$ cat src/rtl/scoreboard_pkg.sv
// Shared constants for the scoreboard display path: seven-segment codes
// (active-high, gfedcba), score width and the scan-decoder FSM encoding.
package scoreboard_pkg;

  localparam int SCORE_W = 16;

  localparam logic [6:0] SEG_0     = 7'h3F;
  localparam logic [6:0] SEG_1     = 7'h06;
  localparam logic [6:0] SEG_2     = 7'h5B;
  localparam logic [6:0] SEG_3     = 7'h4F;
  localparam logic [6:0] SEG_4     = 7'h66;
  localparam logic [6:0] SEG_5     = 7'h6D;
  localparam logic [6:0] SEG_6     = 7'h7D;
  localparam logic [6:0] SEG_7     = 7'h07;
  localparam logic [6:0] SEG_8     = 7'h7F;
  localparam logic [6:0] SEG_9     = 7'h6F;
  localparam logic [6:0] SEG_BLANK = 7'h00;

  typedef enum logic [1:0] {
    IDLE    = 2'd0,
    CONVERT = 2'd1,
    REPORT  = 2'd2
  } state_t;

endpackage

$ cat src/rtl/seg7_to_digit.sv
// Combinational seven-segment to decimal decoder. Blank decodes as digit 0
// with blank=1; any unlisted pattern gives valid=0.
module seg7_to_digit
  import scoreboard_pkg::*;
(
  input  logic [6:0] seg,
  output logic [3:0] digit,
  output logic       blank,
  output logic       valid
);

  always_comb begin
    digit = 4'd0;
    blank = 1'b0;
    valid = 1'b1;
    case (seg)
      SEG_0:     digit = 4'd0;
      SEG_1:     digit = 4'd1;
      SEG_2:     digit = 4'd2;
      SEG_3:     digit = 4'd3;
      SEG_4:     digit = 4'd4;
      SEG_5:     digit = 4'd5;
      SEG_6:     digit = 4'd6;
      SEG_7:     digit = 4'd7;
      SEG_8:     digit = 4'd8;
      SEG_9:     digit = 4'd9;
      SEG_BLANK: blank = 1'b1;
      default:   valid = 1'b0;
    endcase
  end

endmodule

$ cat src/rtl/scoreboard_scan_decoder.sv
// Passive monitor of the multiplexed seven-segment bus: rebuilds each scan
// frame and converts it to a binary score. Optional watchdog: SCOREDEC_TIMEOUT_EN.
module scoreboard_scan_decoder
  import scoreboard_pkg::*;
#(
  parameter int NUM_DIGITS       = 8,
  parameter int SCORE_DIGITS     = 5,
  parameter bit SHIFT_ACTIVE_LOW = 1'b1,
  parameter bit SEG_ACTIVE_LOW   = 1'b1,
  parameter int TIMEOUT_CYCLES   = 2000
) (
  input  logic                  R_clk_1000HZ,
  input  logic                  I_rst_n,
  input  logic [NUM_DIGITS-1:0] I_shift,
  input  logic [6:0]            I_data,
  output logic [SCORE_W-1:0]    O_score,
  output logic                  O_valid,
  output logic                  O_err,
  output logic                  O_stall
);

  localparam int IDX_W  = (SCORE_DIGITS > 1) ? $clog2(SCORE_DIGITS) : 1;
  localparam int ACC_WW = SCORE_W + 5;

  logic [NUM_DIGITS-1:0] sel;
  logic [NUM_DIGITS-1:0] cap_mask;
  logic [NUM_DIGITS-1:0] seen_reg;
  logic [NUM_DIGITS-1:0] bad_vec;
  logic [6:0]            seg_in;
  logic [6:0]            slot_reg [NUM_DIGITS];
  logic [6:0]            buf_reg  [NUM_DIGITS];
  logic [3:0]            dig      [SCORE_DIGITS];
  logic                  frame_done;
  logic                  frame_bad;
  logic                  load_buf;

  state_t                state_reg, state_next;
  logic [IDX_W-1:0]      idx_reg, idx_next;
  logic [SCORE_W:0]      acc_reg, acc_next;
  logic                  ovf_reg, ovf_next;
  logic [SCORE_W-1:0]    score_next;
  logic                  valid_next, err_next;
  logic [3:0]            cur_digit;
  logic [ACC_WW-1:0]     acc_wide;

  assign sel    = SHIFT_ACTIVE_LOW ? ~I_shift : I_shift;
  assign seg_in = SEG_ACTIVE_LOW   ? ~I_data  : I_data;

  // Only a clean one-hot select identifies a digit; glitches are ignored.
  assign cap_mask   = ((sel != '0) && ((sel & (sel - 1'b1)) == '0)) ? sel : '0;
  assign frame_done = &seen_reg;
  assign frame_bad  = |bad_vec;

  always_ff @(posedge R_clk_1000HZ or negedge I_rst_n) begin
    if (!I_rst_n) begin
      seen_reg <= '0;
    end else begin
      seen_reg <= (frame_done ? '0 : seen_reg) | cap_mask;
    end
  end

  genvar gi;
  generate
    for (gi = 0; gi < NUM_DIGITS; gi++) begin : g_slot
      logic [3:0] seg_digit;
      logic       seg_blank;
      logic       seg_valid;

      always_ff @(posedge R_clk_1000HZ or negedge I_rst_n) begin
        if (!I_rst_n) begin
          slot_reg[gi] <= '0;
        end else if (cap_mask[gi]) begin
          slot_reg[gi] <= seg_in;
        end
      end

      // Frozen copy so the next frame can be captured during conversion.
      always_ff @(posedge R_clk_1000HZ or negedge I_rst_n) begin
        if (!I_rst_n) begin
          buf_reg[gi] <= '0;
        end else if (load_buf) begin
          buf_reg[gi] <= slot_reg[gi];
        end
      end

      seg7_to_digit u_dec (
        .seg   (buf_reg[gi]),
        .digit (seg_digit),
        .blank (seg_blank),
        .valid (seg_valid)
      );

      if (gi < SCORE_DIGITS) begin : g_score
        assign dig[gi]     = seg_blank ? 4'd0 : seg_digit;
        assign bad_vec[gi] = ~seg_valid;
      end else begin : g_upper
        assign bad_vec[gi] = ~seg_valid | (~seg_blank & (seg_digit != 4'd0));
      end
    end
  endgenerate

  always_comb begin
    cur_digit = 4'd0;
    for (int i = 0; i < SCORE_DIGITS; i++) begin
      if (idx_reg == IDX_W'(i)) cur_digit = dig[i];
    end
  end

  assign acc_wide = ACC_WW'(acc_reg) * ACC_WW'(10) + ACC_WW'(cur_digit);

  always_comb begin
    state_next = state_reg;
    idx_next   = idx_reg;
    acc_next   = acc_reg;
    ovf_next   = ovf_reg;
    score_next = O_score;
    valid_next = 1'b0;
    err_next   = 1'b0;
    load_buf   = 1'b0;
    case (state_reg)
      IDLE: begin
        if (frame_done) begin
          load_buf   = 1'b1;
          acc_next   = '0;
          ovf_next   = 1'b0;
          idx_next   = IDX_W'(SCORE_DIGITS - 1);
          state_next = CONVERT;
        end
      end
      CONVERT: begin
        acc_next = acc_wide[SCORE_W:0];
        ovf_next = ovf_reg | (|acc_wide[ACC_WW-1:SCORE_W+1]);
        if (idx_reg == '0) begin
          state_next = REPORT;
        end else begin
          idx_next = idx_reg - 1'b1;
        end
      end
      REPORT: begin
        if (frame_bad || ovf_reg || acc_reg[SCORE_W]) begin
          err_next = 1'b1;
        end else begin
          score_next = acc_reg[SCORE_W-1:0];
          valid_next = 1'b1;
        end
        state_next = IDLE;
      end
      default: state_next = IDLE;
    endcase
  end

  always_ff @(posedge R_clk_1000HZ or negedge I_rst_n) begin
    if (!I_rst_n) begin
      state_reg <= IDLE;
      idx_reg   <= '0;
      acc_reg   <= '0;
      ovf_reg   <= 1'b0;
      O_score   <= '0;
      O_valid   <= 1'b0;
      O_err     <= 1'b0;
    end else begin
      state_reg <= state_next;
      idx_reg   <= idx_next;
      acc_reg   <= acc_next;
      ovf_reg   <= ovf_next;
      O_score   <= score_next;
      O_valid   <= valid_next;
      O_err     <= err_next;
    end
  end

`ifdef SCOREDEC_TIMEOUT_EN
  localparam int TO_W = $clog2(TIMEOUT_CYCLES + 1);
  logic [TO_W-1:0] wd_reg;

  always_ff @(posedge R_clk_1000HZ or negedge I_rst_n) begin
    if (!I_rst_n) begin
      wd_reg <= '0;
    end else if (frame_done) begin
      wd_reg <= '0;
    end else if (wd_reg != TO_W'(TIMEOUT_CYCLES)) begin
      wd_reg <= wd_reg + 1'b1;
    end
  end

  assign O_stall = (wd_reg == TO_W'(TIMEOUT_CYCLES));
`else
  // Watchdog not built; the limit has no effect in this configuration.
  assign O_stall = (TIMEOUT_CYCLES < 0);
`endif

endmodule

$ cat config.mk
export PLATFORM = sky130hd
export DESIGN_NAME = scoreboard_scan_decoder
export DESIGN_NICKNAME = d
export VERILOG_FILES = /design/src/rtl/scoreboard_pkg.sv /design/src/rtl/seg7_to_digit.sv /design/src/rtl/scoreboard_scan_decoder.sv
export SDC_FILE = /design/constraint.sdc
export NUM_CORES = 1
export LEC_CHECK = 0
export BUFFER_PORTS_ARGS = -buffer_cell sky130_fd_sc_hd__buf_2
export CORE_ASPECT_RATIO = 1.25
export CORE_MARGIN = 2
export CORE_UTILIZATION = 30
export CTS_BUF_LIST = sky130_fd_sc_hd__clkbuf_8
export CTS_CLUSTER_SIZE = 10
export DETAILED_ROUTE_END_ITERATION = 10
export GPL_TIMING_DRIVEN = 0
export HOLD_SLACK_MARGIN = 0.02
export MAX_ROUTING_LAYER = met4
export PLACE_DENSITY = 0.45
export SYNTH_ARGS = -nofsm -noshare
export SYNTH_HDL_FRONTEND = slang
export SYNTH_SLANG_ARGS = --single-unit
$ cat constraint.sdc
create_clock -name R_clk_1000HZ -period 8 [get_ports R_clk_1000HZ]
set_clock_uncertainty 0.05 [all_clocks]
set_input_delay 0.8 -clock R_clk_1000HZ [delete_from_list [all_inputs] [get_ports R_clk_1000HZ]]
set_output_delay 0.8 -clock R_clk_1000HZ [all_outputs]
set_load 0.02 [all_outputs]
==> summary.md <==
| Metric | Value |
|---|---|
| Die W | `about 160 microns` |
| Routed len/inst | `around 17 microns` |
| Hold Buf Count CTS | `0` |
| Syn. warnings | `0` |
| Outcome | `complete, no violations` |
| Asr flop ratio synth | `1.00` |
| Slowest stage cell, crit path | `or3_1` |
| CTS tree | `built` |
| Initial antenna violation count | `0` |
| Setup TNS | `0 ps` |
| CTS Root Cell | `clkbuf_8` |
| Mux cell area share after synthesis | `0.0991` |
| Post-CTS Setup Repair Bufs | `0` |
| Final worst path period need | `4610 ps` |
| Leakage power | `4.44 nW` |
| CP Cell Sequence | `clkbuf_1, nor2_1, nor4b_1, or3_1, o21ba_2, a31oi_1, o21ai_0, a21oi_1, nand2_1, ha_1, inv_1, fa_1, nor2b_1, o21ai_0, nor3_1, nand3_1, and4bb_2, o2111ai_1, nor4_1, o31ai_1` |
| Slew @ Worst Pin | `between 1000 and 1500 ps` |
| Fmax | `217 MHz` |
| Max-Cap Viols | `0` |
| GRT Util Overall | `0.157` |
| Hpwl dp | `~16000 microns` |
| Buffers plus inverters on the worst setup path | `2` |
| Critical path peak fanout | `10` |
| Post-synthesis adder-cell area fraction | `0.0589` |
| PD cells | `192 nW/um^2` |
| Count leader, synth | `dfrtp_1` |
| Post-synthesis xor/xnor area fraction | `0.0265` |
| Maximum vdd drop | `0.0968 mV` |
| Post-cts resize count | `0` |
| Largest net degree at the start of global routing | `115` |
| Routed WL | `approximately 23000 microns` |
| Top post-synthesis cells by count | `161 x dfrtp_1, 102 x o21ai_0, 93 x nand2_1` |
| TritonCTS buffer count | `17` |
| Final setup viols | `0` |
| First-pass GRT wire length | `36900 microns` |
| Worst hold slack | `174 ps` |
| I/O Buffers | `30` |
| Setup Crit Path Kind | `reg2reg` |
| Max transition margin | `0.233` |
| Overflow after GRT | `0` |
| Avg Cell Area, Syn | `10.1 sq um` |
| DRT iter0 DRCs | `243` |
| Starting Density | `0.305` |
| P&R area growth vs syn | `12.2%` |
| Clk sinks | `161` |
| Synthesis-stage register bit count | `161` |
| DR pass1 iterations | `4` |
| CTS H-Tree Depth | `4` |
| Synth Flop Type | `dfrtp_1` |
| Share of cells above drive strength 1 | `0.164` |
| Register area share after synthesis | `0.452` |
| Synth top area share | `0.452` |
| R2R cell count | `20` |
| Unrepaired setup endpoints after global routing | `no` |
| Post-Syn Instances | `887` |
| CP required | `8290 ps` |
| Worst EP arrival | `4900 ps` |
| Total power | `~1.9 mW` |
| DRT antenna net count | `0` |
| Setup ws final | `3390 ps` |
| Worst min path class | `in2async` |
| Post-synthesis cell type count | `between 70 and 80` |
| Die Y | `197 microns` |
| Post-synth EDFFs | `0` |
| Drt via density | `5.03` |
| Hold violation count in the final report | `0` |
| Pre-CTS setup slack | `3300 ps` |
| RR Startpoint | `buf_reg[54]` |
| Clock latency on the worst-skew pair | `between 400 and 500 ps` |
| Vias | `6774` |
| Most common cell on crit path | `o21ai_0` |
| Rows | `70` |
| Slew Limit Fails | `0` |
| Vias in the first global route | `6646` |
| Simple-gate share of the synthesized area | `0.169` |
| Worst Setup End Kind | `register` |
| Period utilization | `0.577` |
| Placed instance area | `9600 sq um` |
| GP Congestion | `0.795` |
| Synth Cell Area | `8920 sq um` |
| Top-level I/O count | `36` |
| Worst path max stage delay | `430 ps` |
| Final Net Count | `994` |
| Ant. Diodes | `0` |
| Die outline area | `~31000 sq um` |
| Clock transition at path regs | `90 ps` |
| Syn nets | `944` |
| Synth Area in Compound Gates | `0.159` |
| Drc violations | `0` |
| Synth area leaders | `dfrtp_1 45%, mux2_2 7.8%, o21ai_0 5.7%, ha_1 5.3%, nand2_1 3.9%` |
| Core Area | `29300 sq um` |
| Largest family of logic cells by synthesized area | `simple AND/OR/NAND/NOR gates` |
| Clk buf depth | `2` |
| Design Area, Final | `roughly 10000 sq um` |
| Post-synth top area cell | `dfrtp_1` |
| Worst R2R Setup Slack | `about 3400 ps` |
| Delay-heaviest family, CP | `simple AND/OR/NAND/NOR gates` |
| CP startpoint kind | `register` |
| Worst R2R End | `ovf_reg` |
cell type report:
| type | count | area (sq um) |
|---|---|---|
| buffer | 54 | 239 |
| clock buffer | 18 | 248 |
| clock inverter | 14 | 155 |
| fill | 3098 | 19200 |
| inverter | 20 | 75.1 |
| multi-input combinational | 652 | 4570 |
| sequential | 161 | 4030 |
| tap | 396 | 495 |
| timing repair buffer | 31 | 188 |
logic make-up after synthesis:
family,after synthesis
adders and majority gates,41
AOI/OAI and AO/OA,226
xor gates and xnor gates,27
buffers and inverters,74
other,1
and+or+nand+nor,281
muxes,76
DFF,161
stage by stage:
step | utilization | std cells
finish | 0.342 | 1346
global route | 0.342 | 1346
CTS | 0.342 | 1346
detailed placement | 0.328 | 1314
global placement | 0.327 | 1313
floorplan | - | 887
where the power goes:
part,switching [mW],internal (mW)
sequential,0.0697,0.915
combinational,0.177,0.130
clock,0.341,0.292
total,0.588,1.34
worst max-delay path by stage:
stage,endpoint,cells past startpoint,startpoint
final,ovf_reg,20,buf_reg[54]
after global routing,ovf_reg,20,buf_reg[54]
after detailed placement,ovf_reg,18,buf_reg[53]
after floorplan,ovf_reg,20,buf_reg[54]
after CTS,ovf_reg,18,buf_reg[53]
after global placement,ovf_reg,18,buf_reg[53]
cell usage in the layout (no fill, tap or decap), drive strengths merged, types with 5 or more instances in the layout:
master and count:
mux2i 5, nor4 8, or3 6, a211oi 8, nand2b 15, nor2b 16
o211ai 11, nand2 93, nand4 11, nand4b 8, nand3b 7, clkbuf 66
mux2 71, o31ai 32, o22ai 10, xor2 13, nor2 36, ha 38
or4 5, a21oi 21, o21ai 102, nand3 20, buf 37, or2 5
and3 6, clkinv 6, nor3 20, inv 26, dfrtp 161, a31oi 6
xnor2 14, nor3b 6
metal layers:
metal | GRT usage | vias up | share of wire
li1 | - | 3365 | -
met1 | 0.201 | 3313 | 0.47
met2 | 0.260 | 78 | 0.50
met3 | 0.0266 | 18 | 0.022
met4 | 0.0367 | 0 | 0.012
met5 | - | - | 0
No activity file was read; power rests on OpenSTA's default activity.
